## src/rtl/stch_nn_pkg.sv

```systemverilog
// Shared types and width helpers for the stochastic-NN readout blocks.
package stch_nn_pkg;

  typedef enum logic [1:0] {IDLE, ACCUM, ARGMAX, HOLD} stch_state_e;

  localparam int N_OUT_DEF       = 5;
  localparam int WINDOW_LOG2_DEF = 8;

  // Count must hold 0..2**window_log2 inclusive, hence one extra bit.
  function automatic int stch_cnt_w(input int window_log2);
    return window_log2 + 1;
  endfunction

  function automatic int stch_idx_w(input int n_out);
    int w;
    w = 1;
    while ((1 << w) < n_out) w = w + 1;
    return w;
  endfunction

endpackage

```

## src/rtl/stch_ones_counter.sv

```systemverilog
// Ones counter for one stochastic bitstream; 1-cycle update, clear has priority over enable.
module stch_ones_counter #(
  parameter int CNT_W = 9
) (
  input  logic             clk,
  input  logic             rst,
  input  logic             clr,
  input  logic             en,
  input  logic             bit_in,
  output logic [CNT_W-1:0] cnt
);

  logic [CNT_W-1:0] cnt_q, cnt_d;

  always_comb begin
    cnt_d = cnt_q;
    if (clr) begin
      cnt_d = '0;
    end else if (en) begin
      cnt_d = cnt_q + CNT_W'(bit_in);
    end
  end

  always_ff @(posedge clk) begin
    if (rst) begin
      cnt_q <= '0;
    end else begin
      cnt_q <= cnt_d;
    end
  end

  assign cnt = cnt_q;

endmodule

```

## src/rtl/stch_output_decoder.sv

```systemverilog
// Window ones-count per output neuron, then sequential argmax; result after W enabled samples + N_OUT-1 cycles.
// Result is held in HOLD with out_valid until out_ready; no new window starts until it is taken.
module stch_output_decoder
  import stch_nn_pkg::*;
#(
  parameter int N_OUT       = N_OUT_DEF,
  parameter int WINDOW_LOG2 = WINDOW_LOG2_DEF,
  parameter int CNT_W       = stch_cnt_w(WINDOW_LOG2),
  parameter int IDX_W       = stch_idx_w(N_OUT)
) (
  input  logic                   CLK,
  input  logic                   INIT,
  input  logic                   start,
  input  logic                   EN,
  input  logic [N_OUT-1:0]       a_L3,
  output logic                   busy,
  output logic                   out_valid,
  input  logic                   out_ready,
  output logic [N_OUT*CNT_W-1:0] counts,
  output logic [IDX_W-1:0]       class_idx,
  output logic                   tie
);

  localparam int W = 1 << WINDOW_LOG2;

  stch_state_e      state_q, state_d;
  logic [CNT_W-1:0] win_q, win_d;
  logic [IDX_W-1:0] cmp_q, cmp_d;
  logic [IDX_W-1:0] idx_q, idx_d;
  logic [CNT_W-1:0] best_q, best_d;
  logic             tie_q, tie_d;

  logic [CNT_W-1:0] cnt [N_OUT];
  logic             cnt_clr, cnt_en;
  logic [CNT_W-1:0] cur_cnt, base_cnt;
  logic [IDX_W-1:0] base_idx;
  logic             base_tie, first_cmp;

  for (genvar gk = 0; gk < N_OUT; gk++) begin : g_cnt
    stch_ones_counter #(.CNT_W(CNT_W)) u_cnt (
      .clk    (CLK),
      .rst    (INIT),
      .clr    (cnt_clr),
      .en     (cnt_en),
      .bit_in (a_L3[gk]),
      .cnt    (cnt[gk])
    );
    assign counts[gk*CNT_W +: CNT_W] = cnt[gk];
  end

  always_comb begin
    state_d = state_q;
    win_d   = win_q;
    cmp_d   = cmp_q;
    idx_d   = idx_q;
    best_d  = best_q;
    tie_d   = tie_q;
    cnt_clr = 1'b0;
    cnt_en  = 1'b0;
    cur_cnt = '0;
    for (int k = 0; k < N_OUT; k++) begin
      if (cmp_q == IDX_W'(k)) cur_cnt = cnt[k];
    end
    // The first compare seeds the running best from neuron 0 directly.
    first_cmp = (cmp_q == IDX_W'(1));
    base_cnt  = first_cmp ? cnt[0] : best_q;
    base_idx  = first_cmp ? '0     : idx_q;
    base_tie  = first_cmp ? 1'b0   : tie_q;

    case (state_q)
      IDLE: begin
        if (start) begin
          cnt_clr = 1'b1;
          win_d   = '0;
          idx_d   = '0;
          tie_d   = 1'b0;
          state_d = ACCUM;
        end
      end
      ACCUM: begin
        if (EN) begin
          cnt_en = 1'b1;
          win_d  = win_q + CNT_W'(1);
          if (win_q == CNT_W'(W - 1)) begin
            cmp_d   = IDX_W'(1);
            state_d = ARGMAX;
          end
        end
      end
      ARGMAX: begin
        if (cur_cnt > base_cnt) begin
          best_d = cur_cnt;
          idx_d  = cmp_q;
          tie_d  = 1'b0;
        end else begin
          best_d = base_cnt;
          idx_d  = base_idx;
          tie_d  = base_tie | (cur_cnt == base_cnt);
        end
        if (cmp_q == IDX_W'(N_OUT - 1)) begin
          state_d = HOLD;
        end else begin
          cmp_d = cmp_q + IDX_W'(1);
        end
      end
      HOLD: begin
        if (out_ready) state_d = IDLE;
      end
      default: state_d = IDLE;
    endcase
  end

  always_ff @(posedge CLK) begin
    if (INIT) begin
      state_q <= IDLE;
      win_q   <= '0;
      cmp_q   <= '0;
      idx_q   <= '0;
      best_q  <= '0;
      tie_q   <= 1'b0;
    end else begin
      state_q <= state_d;
      win_q   <= win_d;
      cmp_q   <= cmp_d;
      idx_q   <= idx_d;
      best_q  <= best_d;
      tie_q   <= tie_d;
    end
  end

  assign busy      = (state_q == ACCUM) || (state_q == ARGMAX);
  assign out_valid = (state_q == HOLD);
  assign class_idx = idx_q;
  assign tie       = tie_q;

endmodule

```

## config.mk

```make
export PLATFORM = sky130hd
export DESIGN_NAME = stch_output_decoder
export DESIGN_NICKNAME = d
export VERILOG_FILES = /design/src/rtl/stch_nn_pkg.sv /design/src/rtl/stch_ones_counter.sv /design/src/rtl/stch_output_decoder.sv
export SDC_FILE = /design/constraint.sdc
export NUM_CORES = 1
export LEC_CHECK = 0
export BUFFER_PORTS_ARGS = -buffer_cell sky130_fd_sc_hd__buf_2
export CAP_MARGIN = 0
export CORE_ASPECT_RATIO = 2
export CORE_MARGIN = 2
export CORE_UTILIZATION = 57
export CTS_CLUSTER_DIAMETER = 40
export DETAILED_ROUTE_END_ITERATION = 8
export PLACE_DENSITY = 0.8
export REMOVE_ABC_BUFFERS = 1
export SLEW_MARGIN = 20
export SYNTH_ARGS = -nofsm -noshare
export SYNTH_HDL_FRONTEND = slang
export SYNTH_SLANG_ARGS = --single-unit
```

## constraint.sdc

```tcl
create_clock -name CLK -period 4.6 [get_ports CLK]
set_input_delay 0 -clock CLK [delete_from_list [all_inputs] [get_ports CLK]]
set_output_delay 0 -clock CLK [all_outputs]
set_load 0.01 [all_outputs]
```

==> results.sh <==
export IMPL_status="completed"
export IMPL_die_x_microns=63.5
export IMPL_cts_root_buf="clkbuf_16"
export IMPL_antenna_found_initial=0
export IMPL_drt_total_wl_microns=10300
export IMPL_finalWeightedCongestion=0.882
export IMPL_layout_common_cells="dfxtp_1 (72), buf_2 (60), nand2_1 (57)"
export IMPL_row_count=43
export IMPL_drc_errors=0
export IMPL_ioPinCount=61
export IMPL_finalCritPeriodShare=0.827
export IMPL_diodes=0
export IMPL_synthesis_area_sq_um=4030
export IMPL_fp_dieH_microns=123
export IMPL_peakVddDrop_mv=0.372
export IMPL_yosys_cell_types_count=49
export IMPL_drive_above_1_share=0.163
export IMPL_cts_tree="built"
export IMPL_p_leak_nw=2.02
export IMPL_cp_required_ns=4.85
export IMPL_ys_flop_type="dfxtp_1"
export IMPL_finalHoldViolations=0
export IMPL_cts_hold_buf=0
export IMPL_dieArea_sq_um=7810
export IMPL_clkSlewWorstSetupHoldPaths_ns=0.05
export IMPL_grt_max_degree=46
export IMPL_area_delta_synth_final_pct=15.1
export IMPL_min_period_ns=3.81
export IMPL_initial_core_util=0.586
export IMPL_cts_resized=0
export IMPL_fin_tns_setup_ns=0
export IMPL_hold_path_class="input pin to flop"
export IMPL_synthArstFlopShare=0
export IMPL_worstPathArrival_ns=4.05
export IMPL_ys_ff_latch=72
export IMPL_clock_fmax_mhz=263
export IMPL_synth_seq_area_share=0.357
export IMPL_drt_iter0_markers=220
export IMPL_final_common_cell="dfxtp_1"
export IMPL_powerDensity_nw_per_um2=507
export IMPL_numClockSinks=72
export IMPL_dr_pass1_iters=4
export IMPL_grt_pass1_wl_microns=16800
export IMPL_synth_area_per_cell_sq_um=8.39
export IMPL_crit_type="flop to flop"
export IMPL_drv_cap=0
export IMPL_grt_ovfl_total=0
export IMPL_crit_chain="inv_1, ha_1, and2b_1, a22oi_1, a211oi_1, ha_1, a211oi_1, o211ai_1, o221ai_2, mux2_2, a221oi_2"
export IMPL_slew_violations=0
export IMPL_ys_warnings_count=0
export IMPL_core_sq_um=6890
export IMPL_cp_start_kind="flop"
export IMPL_vias=3700
export IMPL_wl_per_cell_microns=16.3
export IMPL_slowest_stage="and2b_1"
export IMPL_io_buffers=60
export IMPL_rsz0062_at_grt="false"
export IMPL_setup_viol=0
export IMPL_synth_edf_count=0
export IMPL_worstMarginPinSlew_ns=0.794
export IMPL_h_tree_depth=3
export IMPL_synthCells=481
export IMPL_cts_path_max_buffers=2
export IMPL_utilization=0.674
export IMPL_viasPerCell=5.88
export IMPL_finClkSkew_ns=0.00857
export IMPL_cp_max_fo=24
export IMPL_post_cts_buffers=0
export IMPL_cp_end_kind="flop"
export IMPL_cp_top_family="compound AO/OA/AOI/OAI gates"
export IMPL_clkLatencyLatePin_ns=0.34
export IMPL_cp_num_buf_inv=1
export IMPL_grtUsageTotal=0.279
export IMPL_nets=574
export IMPL_cp_slowest_stage_delay_ns=0.63
export IMPL_dp_hpwl_microns=7580
export IMPL_cts_inserted_buffers=9
export IMPL_grt_pass1_vias=3517
export IMPL_fillers=618
export IMPL_postRouteAntennaNets=0
export IMPL_relSlewSlack=0.471
[synthesized netlist by cell type, types with 2 or more instances]
library cell / count / share of area
dfxtp_1: 72 / 0.36
nand2_1: 57 / 0.053
nor2_1: 55 / 0.051
a21oi_1: 33 / 0.041
ha_1: 30 / 0.093
xor2_1: 30 / 0.065
inv_1: 19 / 0.018
o21ai_0: 18 / 0.022
nand4_1: 15 / 0.023
clkbuf_1: 14 / 0.013
mux2i_1: 14 / 0.035
nand2b_1: 14 / 0.022
or3_1: 12 / 0.019
and3_1: 11 / 0.017
a211oi_1: 10 / 0.019
nand3_1: 10 / 0.012
nor2b_1: 8 / 0.012
a22oi_1: 6 / 0.011
a221oi_1: 5 / 0.011
mux2_2: 5 / 0.014
a22o_1: 4 / 0.0087
o221ai_1: 4 / 0.0087
buf_2: 3 / 0.0037
o2bb2ai_1: 3 / 0.0065
and2_1: 2 / 0.0031
buf_1: 2 / 0.0019
nor3b_1: 2 / 0.0037
o21bai_1: 2 / 0.0037
[state kept, by name, summed over array words and instances (netlist names)]
name and flops:
win_q 9, g_cnt.u_cnt.cnt 45, class_idx 3, best_q 9, state_q 2, tie 1, cmp_q 3
[logic make-up (layout without fill, tap and decap cells)]
kind of cell	count (synthesis)	in the layout	synth area share
buf+inv	39	97	0.0391
xor+xnor	31	31	0.0673
fa+ha+maj	30	30	0.0931
mux	19	19	0.0487
flops	72	72	0.357
compound gates	98	98	0.164
simple gates	192	192	0.230
[stage by stage]
step / cell area (sq um) / std cells / power, mW / hold WS [ns] / setup WS [ns]
after floorplan: 3950 / 461 / 1.48 / 0.0662 / 1.27
after global placement: 4380 / 613 / 1.69 / 0.374 / 0.924
after detailed placement: 4380 / 613 / 1.72 / 0.382 / 0.843
after CTS: 4640 / 629 / 2.35 / 0.0386 / 0.828
after global routing: 4640 / 629 / 2.48 / 0.0667 / 0.536
final: 4640 / 629 / 2.35 / 0.0465 / 0.795
[power by group]
part           internal [mW]  total, mW  switching (mW)
Sequential             0.674      0.710          0.0365
Clock                  0.378      0.627           0.250
Combinational          0.395       1.01           0.619
[cell type report]
cell class,count,area (sq um),share of cell area
repair buffers,62,315,0.0679
clock buffers,13,250,0.0539
clock inverters,3,17.5,0.00377
well taps,90,113,0.0243
flip-flops and latches,72,1440,0.310
inverters,19,71.3,0.0154
multi-input cells,370,2430,0.524
[worst reg2reg max path, delay by kind of cell, from the launching register on]
family | cells | cell delay (ns)
AOI/OAI and AO/OA | 6 | 1.65
adders and majority gates | 2 | 0.56
buffers and inverters | 1 | 0.11
DFF | 1 | 0.36
muxes | 1 | 0.40
and+or+nand+nor | 1 | 0.63
[routing by layer]
| layer | GRT usage | vias to the layer above | wire [microns] |
|---|---|---|---|
| met5 | 0 | - | 0 |
| met4 | 0.194 | 0 | 478 |
| met3 | 0.0437 | 34 | 325 |
| met2 | 0.519 | 101 | 5620 |
| met1 | 0.276 | 1766 | 3850 |
| li1 | - | 1799 | - |
[final timing paths]
path	from	endpoint	slack, ns	cells after the start
setup / recovery	cmp_q[1]$_SDFFE_PP0P_	best_q[0]$_SDFFE_PP0P_	0.79	11
hold / removal	a_L3[4]	g_cnt[4].u_cnt.cnt[0]$_SDFFE_PP0P_	0.05	4
setup reg to reg	cmp_q[1]$_SDFFE_PP0P_	best_q[0]$_SDFFE_PP0P_	0.79	11
hold reg to reg	best_q[0]$_SDFFE_PP0P_	best_q[0]$_SDFFE_PP0P_	0.47	2
No activity file was read; power rests on OpenSTA's default activity.
